==> src/rtl/typed_stream_pkg.sv <==
// -----------------------------------------------------------------------------
// typed_stream_pkg
// Shared types and constants for the typed-value byte stream receiver.
//   kind_t    : scalar width code carried in header bits [1:0]
//   state_t   : receiver FSM states
//   HDR_TAG   : fixed value of header bits [7:3]
//   kind_len  : payload length in bytes for a given kind (1/2/4/8)
// -----------------------------------------------------------------------------
package typed_stream_pkg;

  typedef enum logic [1:0] {
    KIND_BYTE     = 2'd0,
    KIND_SHORTINT = 2'd1,
    KIND_INT      = 2'd2,
    KIND_LONGINT  = 2'd3
  } kind_t;

  typedef enum logic [1:0] {
    IDLE = 2'd0,
    DATA = 2'd1,
    CHK  = 2'd2,
    OUT  = 2'd3
  } state_t;

  localparam logic [4:0] HDR_TAG = 5'b10100;

  function automatic logic [3:0] kind_len(input kind_t k);
    return 4'd1 << k;
  endfunction

endpackage

==> src/rtl/typed_stream_extend.sv <==
// -----------------------------------------------------------------------------
// typed_stream_extend
// Combinational zero/sign extension of a little-endian assembly register to
// 64 bits, selected by the value kind and the signed flag.
// Ports:
//   i_raw    [63:0] assembled payload (bits above the payload length ignored)
//   i_kind   [1:0]  width code (byte/shortint/int/longint)
//   i_signed        1 = replicate the payload MSB, 0 = fill with zeros
//   o_value  [63:0] extended result
// -----------------------------------------------------------------------------
module typed_stream_extend
  import typed_stream_pkg::*;
(
  input  logic [63:0] i_raw,
  input  kind_t       i_kind,
  input  logic        i_signed,
  output logic [63:0] o_value
);

  always_comb begin
    o_value = '0;
    case (i_kind)
      KIND_BYTE:     o_value = {{56{i_signed & i_raw[7]}},  i_raw[7:0]};
      KIND_SHORTINT: o_value = {{48{i_signed & i_raw[15]}}, i_raw[15:0]};
      KIND_INT:      o_value = {{32{i_signed & i_raw[31]}}, i_raw[31:0]};
      KIND_LONGINT:  o_value = i_raw;
      default:       o_value = '0;
    endcase
  end

endmodule

==> src/rtl/typed_stream_unpacker.sv <==
// -----------------------------------------------------------------------------
// typed_stream_unpacker
// Receive side of the typed-value byte stream. A frame is a header byte
// (bits[7:3]=10100, bit[2]=signed, bits[1:0]=kind) followed by 1<<kind
// little-endian payload bytes. The reassembled value is presented zero- or
// sign-extended to 64 bits and held until the consumer accepts it.
//
// Optional build macro: TYPED_STREAM_UNPACKER_CHECKSUM_EN
//   When defined, each frame carries one trailing byte equal to the XOR of
//   the header and all payload bytes; a mismatch drops the frame and pulses
//   o_hdr_err.
//
// Parameters:
//   TIMEOUT_CYCLES  idle cycles inside a frame before it is aborted (1..65535)
//   TW              timer width, 2**TW > TIMEOUT_CYCLES
// Ports:
//   i_clk, i_rst_n          clock, synchronous active-low reset
//   i_valid/o_ready/i_data  byte input stream
//   o_valid/i_ready         value output handshake
//   o_value [63:0]          extended value
//   o_kind  [1:0]           0=byte 1=shortint 2=int 3=longint
//   o_signed                value was sign-extended
//   o_hdr_err               1-cycle pulse: illegal header (or bad checksum)
//   o_timeout               1-cycle pulse: frame aborted by timeout
// -----------------------------------------------------------------------------
module typed_stream_unpacker
  import typed_stream_pkg::*;
#(
  parameter int TIMEOUT_CYCLES = 255,
  parameter int TW             = 16
) (
  input  logic        i_clk,
  input  logic        i_rst_n,
  input  logic        i_valid,
  output logic        o_ready,
  input  logic [7:0]  i_data,
  output logic        o_valid,
  input  logic        i_ready,
  output logic [63:0] o_value,
  output logic [1:0]  o_kind,
  output logic        o_signed,
  output logic        o_hdr_err,
  output logic        o_timeout
);

  state_t        r_state;
  kind_t         r_kind;
  logic          r_signed;
  logic [63:0]   r_asm;
  logic [2:0]    r_cnt;
  logic [TW-1:0] r_timer;
  logic          r_valid;
  logic [63:0]   r_value;
  logic          r_hdr_err;
  logic          r_timeout;
`ifdef TYPED_STREAM_UNPACKER_CHECKSUM_EN
  logic [7:0]    r_chk;
`endif

  logic          w_accept;
  logic          w_last;
  logic          w_tmo;
  logic [63:0]   w_asm_next;
  logic [63:0]   w_ext;

  // Ready is forced low while reset is asserted so no byte is taken then.
  assign o_ready  = i_rst_n && (r_state != OUT);
  assign w_accept = i_valid && o_ready;
  assign w_last   = ({1'b0, r_cnt} == (kind_len(r_kind) - 4'd1));
  assign w_tmo    = (r_timer == TW'(TIMEOUT_CYCLES - 1));

  // Assembly register with the incoming byte merged in, so the extended
  // value can be registered on the same edge that accepts the last byte.
  always_comb begin
    w_asm_next = r_asm;
    if (r_state == DATA) begin
      w_asm_next[{r_cnt, 3'b000} +: 8] = i_data;
    end
  end

  typed_stream_extend u_extend (
    .i_raw    (w_asm_next),
    .i_kind   (r_kind),
    .i_signed (r_signed),
    .o_value  (w_ext)
  );

  always_ff @(posedge i_clk) begin
    if (!i_rst_n) begin
      r_state   <= IDLE;
      r_kind    <= KIND_BYTE;
      r_signed  <= 1'b0;
      r_asm     <= '0;
      r_cnt     <= '0;
      r_timer   <= '0;
      r_valid   <= 1'b0;
      r_value   <= '0;
      r_hdr_err <= 1'b0;
      r_timeout <= 1'b0;
`ifdef TYPED_STREAM_UNPACKER_CHECKSUM_EN
      r_chk     <= '0;
`endif
    end else begin
      r_hdr_err <= 1'b0;
      r_timeout <= 1'b0;
      case (r_state)
        IDLE: begin
          if (w_accept) begin
            if (i_data[7:3] == HDR_TAG) begin
              r_state  <= DATA;
              r_kind   <= kind_t'(i_data[1:0]);
              r_signed <= i_data[2];
              r_asm    <= '0;
              r_cnt    <= '0;
              r_timer  <= '0;
`ifdef TYPED_STREAM_UNPACKER_CHECKSUM_EN
              r_chk    <= i_data;
`endif
            end else begin
              r_hdr_err <= 1'b1;
            end
          end
        end

        DATA: begin
          if (w_accept) begin
            r_asm   <= w_asm_next;
            r_cnt   <= r_cnt + 3'd1;
            r_timer <= '0;
`ifdef TYPED_STREAM_UNPACKER_CHECKSUM_EN
            r_chk   <= r_chk ^ i_data;
            if (w_last) begin
              r_state <= CHK;
            end
`else
            if (w_last) begin
              r_state <= OUT;
              r_valid <= 1'b1;
              r_value <= w_ext;
            end
`endif
          end else if (w_tmo) begin
            r_state   <= IDLE;
            r_timeout <= 1'b1;
            r_asm     <= '0;
          end else begin
            r_timer <= r_timer + 1'b1;
          end
        end

`ifdef TYPED_STREAM_UNPACKER_CHECKSUM_EN
        CHK: begin
          if (w_accept) begin
            r_timer <= '0;
            if (i_data == r_chk) begin
              r_state <= OUT;
              r_valid <= 1'b1;
              r_value <= w_ext;
            end else begin
              r_state   <= IDLE;
              r_hdr_err <= 1'b1;
              r_asm     <= '0;
            end
          end else if (w_tmo) begin
            r_state   <= IDLE;
            r_timeout <= 1'b1;
            r_asm     <= '0;
          end else begin
            r_timer <= r_timer + 1'b1;
          end
        end
`endif

        OUT: begin
          if (i_ready) begin
            r_state <= IDLE;
            r_valid <= 1'b0;
          end
        end

        default: r_state <= IDLE;
      endcase
    end
  end

  assign o_valid   = r_valid;
  assign o_value   = r_value;
  assign o_kind    = r_kind;
  assign o_signed  = r_signed;
  assign o_hdr_err = r_hdr_err;
  assign o_timeout = r_timeout;

endmodule

==> config.mk <==
export PLATFORM = sky130hd
export DESIGN_NAME = typed_stream_unpacker
export DESIGN_NICKNAME = d
export VERILOG_FILES = /design/src/rtl/typed_stream_pkg.sv /design/src/rtl/typed_stream_extend.sv /design/src/rtl/typed_stream_unpacker.sv
export SDC_FILE = /design/constraint.sdc
export NUM_CORES = 1
export LEC_CHECK = 0
export CELL_PAD_IN_SITES_DETAIL_PLACEMENT = 2
export CELL_PAD_IN_SITES_GLOBAL_PLACEMENT = 2
export CORE_ASPECT_RATIO = 2
export CORE_MARGIN = 5
export CORE_UTILIZATION = 37
export CTS_CLUSTER_SIZE = 14
export DETAILED_ROUTE_END_ITERATION = 6
export GPL_TIMING_DRIVEN = 1
export PLACE_DENSITY = 0.94
export RECOVER_POWER = 25
export SLEW_MARGIN = 5
export SYNTH_ARGS = -nofsm -noshare
export SYNTH_HDL_FRONTEND = slang
export SYNTH_SLANG_ARGS = --single-unit
==> constraint.sdc <==
create_clock -name i_clk -period 9.6 [get_ports i_clk]
set_clock_uncertainty 0.2 [all_clocks]
set_input_delay 1.92 -clock i_clk [delete_from_list [all_inputs] [get_ports i_clk]]
set_output_delay 1.92 -clock i_clk [all_outputs]
set_load 0.005 [all_outputs]
==> qor.txt, run 1 <==
TritonCTS clock tree - yes
Static Leak - 3.132 nW
Initial Util - 37.25%
Max Cap Viol - 0
Final Util - 44.99%
CP Launch Type - input port
Max Clock Freq - 173.3 MHz
CP required - 7480 ps
combinational share of power - 3.2%
yosys warns - 0
vias in the first global route - 8057
Mapped Area - 7350 µm²
flops & latches, synth - 155
Final period util - 60.10%
post-CTS sizing - 0
Worst-Skew Late Latency - 440 ps
Most used DFF post-synth - dfxtp_1
distinct cell type count after synthesis - 70
Pwr Total - 1.447 mW
setup tns final - 0 ps
Reg clk slew, reported paths - 70 ps
Critical Path, Cell by Cell - buf_2, buf_4, clkinv_1, a21oi_1, clkdlybuf4s50_1
EDFF count, synth - 0
row cnt - 73
largest net degree at the start of global routing - 86
Slowest-stage cell, CP - buf_4
relative max-transition margin - 25.51%
postcts setup bufs - 0
cts bufs inserted - 17
Hold Vio Cnt, Final - 0
CTS hold repair buffers - 0
Slew @ Worst Pin - 1116 ps
Core Area - 19730 µm²
gr usage total - 27.06%
Sw Share - 22.60%
Final setup viols - 0
dpl ws - 3831 ps
Die Ht - 209.3 µm
vias per inst - 6.187
CP max FO - 85
clock root buffer - clkbuf_16
DRC Markers - 0
Cells after DPL - 1146
first-pass GRT wire length - 47530 µm
DR pass1 iterations - 4
design area - 8876 µm²
Hold Slack - 285.5 ps
I/O Buffers - 82
Remaining Overflow, GRT - 0
drt total wl - 30400 µm
crit path capture type - primary output
Placed Area - 8229 µm²
Placer Congestion - 0.8708
1st-iter DRT viols - 504
VDD IR max - 0.0001294 V
Worst Path Arrival - 3650 ps
DR WL/cell - 25.81 µm
Die Area - 22950 µm²
sequential-to-total area share from yosys stat - 42.22%
Slew Limit Fails - 0
Clock Power Share - 52.1%
RSZ-0062 raised after global routing - no
hpwl dp - 19070 µm
Power Density - 163.0 nW/µm²
worst min path class - reg2reg
post-route ant nets - 0
syn_area_per_cell - 8.419 µm²
CTS Sinks - 155
share of cells above drive strength 1 - 11.14%
Mapped Cells - 873
Max stage delay on crit path - 680 ps
status - finished clean
vias after detailed routing - 7288
Mapped Nets - 890
H-tree level count - 4
Final #Nets - 920
fin worst setup slack - 3830 ps
asr flop ratio synth - 0%
io pins - 83
FILL cells - 2142
most common cell after layout, fill and taps aside - dfxtp_1
Max Buffers Root-to-Sink - 2
Pint - 1.120 mW
Finished Layout Cells - 1178
share of power burned in registers - 44.7%
antenna violations before repair - 0
Crit Path Class - in2out
Area Overhead vs Synth - 20.77%
sw power - 0.3269 mW
antenna cells - 0
post-route minimum period - 5770 ps
commonest non-fill, non-tap cells in the layout - 155 x dfxtp_1, 106 x a21oi_1, 93 x o21ai_0, 86 x nand2_1, 56 x dlygate4sd3_1
Chip Width - 109.7 µm
==> path summary, 6_finish.rpt <==
| kind | start | end | slack [ps] | cells past startpoint |
|---|---|---|---|---|
| setup / recovery | i_rst_n | o_ready | 3830 | 5 |
| hold / removal | r_asm[56] | r_asm[56] | 290 | 2 |
| setup reg to reg | r_cnt[0] | r_asm[55] | 5260 | 7 |
| hold reg to reg | r_asm[56] | r_asm[56] | 290 | 2 |
==> flip-flops by register name, indices dropped and copies added (netlist names) <==
name / flops
o_valid: 1
o_timeout: 1
r_asm: 64
r_state: 2
r_timer: 16
o_signed: 1
o_value: 64
o_kind: 2
o_hdr_err: 1
r_cnt: 3
==> cells in the mapped netlist (4+ instances only) <==
master	count	share of area, %
nor4_1	4	0.34
nand3_1	48	3.3
inv_1	9	0.46
a22o_1	7	0.83
a21oi_1	107	7.3
o21ai_1	18	1.2
clkbuf_1	53	2.7
or3_1	5	0.43
nand4_1	6	0.51
mux2_2	28	4.3
and2_1	13	1.1
ha_1	5	0.85
nand2_1	86	4.4
o2bb2ai_1	8	0.95
a211oi_1	9	0.92
or4_1	7	0.72
a31oi_1	20	1.7
o221a_2	7	1.1
and3_1	5	0.43
mux2i_1	25	3.4
o21ai_0	93	6.3
buf_2	19	1.3
o31ai_1	6	0.61
a21o_1	9	0.92
nor2_1	48	2.5
dfxtp_1	155	42
==> power groups by stage <==
stage | combinational, mW | sequential, mW | clock, mW
after floorplan | 0.0237 | 0.660 | 0
after global placement | 0.0440 | 0.661 | 0
after detailed placement | 0.0454 | 0.661 | 0
after CTS | 0.0463 | 0.646 | 0.763
after global routing | 0.0487 | 0.646 | 0.787
final | 0.0465 | 0.646 | 0.754
==> layout make-up <==
type	instances	area (µm²)	area share (%)
Inverter	9	33.78	0.3806
Multi-Input combinational cell	630	3889	43.81
Clock buffer	22	484.2	5.455
Timing Repair Buffer	90	875.8	9.867
Clock inverter	10	162.7	1.833
Sequential cell	155	3103	34.96
Tap cell	262	327.8	3.693
==> worst max-delay path, delay by kind of cell <==
family | cells | cell delay, ps
buffers and inverters | 4 | 1520
AO/OA/AOI/OAI | 1 | 200
==> layer usage <==
| layer | track usage, % | routed length, µm |
|---|---|---|
| met1 | 30.32 | 11490 |
| met2 | 47.01 | 16010 |
| met3 | 5.140 | 1360 |
| met4 | 14.77 | 1540 |
| met5 | 0 | 0 |
==> kinds of logic (layout without fill, tap and decap cells) <==
| kind of cell | after synthesis | in the layout | synth area share [%] |
|---|---|---|---|
| and+or+nand+nor | 256 | 256 | 17.98 |
| DFF | 155 | 155 | 42.22 |
| AOI/OAI and AO/OA | 311 | 311 | 25.38 |
| adders and majority gates | 5 | 5 | 0.8512 |
| buffers and inverters | 88 | 131 | 5.277 |
| muxes | 53 | 53 | 7.695 |
| xor gates and xnor gates | 5 | 5 | 0.5960 |
No activity file was read; power rests on OpenSTA's default activity.
==> run 2: changes to the inputs <==
--- a/config.mk
+++ b/config.mk
@@ -9,11 +9,11 @@
 export CELL_PAD_IN_SITES_GLOBAL_PLACEMENT = 2
 export CORE_ASPECT_RATIO = 2
 export CORE_MARGIN = 5
-export CORE_UTILIZATION = 37
+export CORE_UTILIZATION = 34
 export CTS_CLUSTER_SIZE = 14
 export DETAILED_ROUTE_END_ITERATION = 6
 export GPL_TIMING_DRIVEN = 1
-export PLACE_DENSITY = 0.94
+export PLACE_DENSITY = 0.88
 export RECOVER_POWER = 25
 export SLEW_MARGIN = 5
 export SYNTH_ARGS = -nofsm -noshare
==> constraint.sdc (replaced) <==
create_clock -name i_clk -period 5.6 [get_ports i_clk]
set_clock_uncertainty 0.2 [all_clocks]
set_input_delay 1.12 -clock i_clk [delete_from_list [all_inputs] [get_ports i_clk]]
set_output_delay 1.12 -clock i_clk [all_outputs]
set_load 0.005 [all_outputs]
==> run 2 against run 1 <==
Worst setup slack lost 2400 ps. Clock power rose by 60%. Clock-buffer cell count up 2. Cell count up 1.4%. Non-clock buffer count increased by 6. Sequential cell count did not move. Sequential power grew 72%. Design area increased by 0.17%. Hold slack worse by 21 ps. First-iteration DRC count decreased by 31%.
==> qor.txt, run 2 (synthesis results as in run 1) <==
Static Leak - 3.145 nW (was 3.132 nW)
RSZ-0062 raised after global routing - no (unchanged)
Hold Vio Cnt, Final - 0 (unchanged)
Final Util - 41.56% (was 44.99%)
DR WL/cell - 23.80 µm (was 25.81 µm)
DRC Markers - 0 (unchanged)
CP max FO - 55 (was 85)
Placer Congestion - 0.8774 (was 0.8708)
Slew Limit Fails - 0 (unchanged)
I/O Buffers - 82 (unchanged)
Placed Area - 8287 µm² (was 8229 µm²)
VDD IR max - 0.0001931 V (was 0.0001294 V)
drt total wl - 28410 µm (was 30400 µm)
vias in the first global route - 7841 (was 8057)
clock root buffer - clkbuf_16 (unchanged)
first-pass GRT wire length - 44350 µm (was 47530 µm)
worst min path class - reg2reg (unchanged)
FF-to-FF setup slack - 1850 ps (was 5260 ps)
Worst Path Arrival - 2860 ps (was 3650 ps)
most common cell after layout, fill and taps aside - dfxtp_1 (unchanged)
post-route ant nets - 0 (unchanged)
Remaining Overflow, GRT - 0 (unchanged)
Max Cap Viol - 0 (unchanged)
Die Ht - 217.9 µm (was 209.3 µm)
share of cells above drive strength 1 - 11.29% (was 11.14%)
Core Area - 21400 µm² (was 19730 µm²)
DR pass1 iterations - 4 (unchanged)
vias per inst - 5.920 (was 6.187)
CP required - 4280 ps (was 7480 ps)
setup tns final - 0 ps (unchanged)
Die Area - 24830 µm² (was 22950 µm²)
1st-iter DRT viols - 347 (was 504)
Worst-Skew Late Latency - 450 ps (was 440 ps)
post-route minimum period - 4183 ps
Area Overhead vs Synth - 20.97% (was 20.77%)
Max Clock Freq - 239.1 MHz
io pins - 83 (unchanged)
relative max-transition margin - 21.63% (was 25.51%)
Chip Width - 114.0 µm (was 109.7 µm)
largest net degree at the start of global routing - 58 (was 86)
H-tree level count - 4 (unchanged)
Initial Util - 34.35% (was 37.25%)
Final period util - 74.70%
Max Buffers Root-to-Sink - 2 (unchanged)
CTS hold repair buffers - 0 (unchanged)
antenna violations before repair - 0 (unchanged)
Crit Path Class - in2out (unchanged)
postcts setup bufs - 0 (unchanged)
status - finished clean (unchanged)
Reg clk slew, reported paths - 60 ps (was 70 ps)
crit path capture type - primary output (unchanged)
hpwl dp - 18940 µm (was 19070 µm)
Power Density - 269.9 nW/µm² (was 163.0 nW/µm²)
row cnt - 76 (was 73)
cts bufs inserted - 17 (unchanged)
CP Launch Type - input port (unchanged)
antenna cells - 0 (unchanged)
CTS Sinks - 155 (unchanged)
gr usage total - 23.14% (was 27.06%)
TritonCTS clock tree - yes (unchanged)
vias after detailed routing - 7069 (was 7288)
Final #Nets - 926 (was 920)
commonest non-fill, non-tap cells in the layout - 155 x dfxtp_1, 106 x a21oi_1, 93 x o21ai_0, 86 x nand2_1, 55 x dlygate4sd3_1 (was 155 x dfxtp_1, 106 x a21oi_1, 93 x o21ai_0, 86 x nand2_1, 56 x dlygate4sd3_1)
Slew @ Worst Pin - 1176 ps (was 1116 ps)
Final setup viols - 0 (unchanged)
post-CTS sizing - 0 (unchanged)
design area - 8891 µm² (was 8876 µm²)
-- run 2: cell count changes in the layout (fill, tap and decap cells not counted), sizes merged --
| cell | change |
|---|---|
| buf | +6 |
| clkbuf | +2 |
| bufinv | -1 |
| clkdlybuf4s50 | +1 |
| clkinv | -1 |
| clkinvlp | -1 |
| dlygate4sd3 | -1 |
-- run 2: worst paths after layout --
path	startpoint	endpoint	cells after the start
worst min register to register	r_asm[60]	r_asm[60]	2
worst min-delay path	r_asm[60]	r_asm[60]	2
worst max register to register	r_cnt[0]	o_value[32]	10
worst max-delay path	i_rst_n	o_ready	4
-- run 2: cell type report --
cell class	instances	area, µm²
Fill cell	2359	12500
Multi-Input combinational cell	630	3887
Sequential cell	155	3103
Timing Repair Buffer	96	920.9
Clock buffer	24	491.7
Tap cell	273	341.6
Clock inverter	7	112.6
Inverter	9	33.78
-- run 2: routing by layer --
layer | vias to the layer above | track usage, % | share of wire [%]
met2 | 177 | 41.31 | 52
li1 | 3241 | - | -
met5 | - | 0 | 0
met4 | 0 | 14.43 | 5.9
met1 | 3559 | 24.23 | 38
met3 | 92 | 4.749 | 4.1
-- run 2: metrics by stage --
stage	power (mW)	cells	hold WS, ps	worst slack (ps)
global placement	1.210	1163	241.8	1473
finish	2.400	1194	264.6	1417
detailed placement	1.212	1163	256.0	1418
global route	2.467	1194	284.5	1208
CTS	2.422	1194	267.8	1391
floorplan	1.172	873	232.8	2335
-- run 2: where the power goes --
part | switching [mW] | internal, mW
combinational | 0.0582 | 0.0212
clock | 0.469 | 0.743
sequential | 0.00250 | 1.11
total | 0.530 | 1.87
-- run 2: critical path, cell delays in order --
cell	delay, ps
buf_2	760
clkinv_1	230
a21oi_1	210
clkdlybuf4s50_1	530
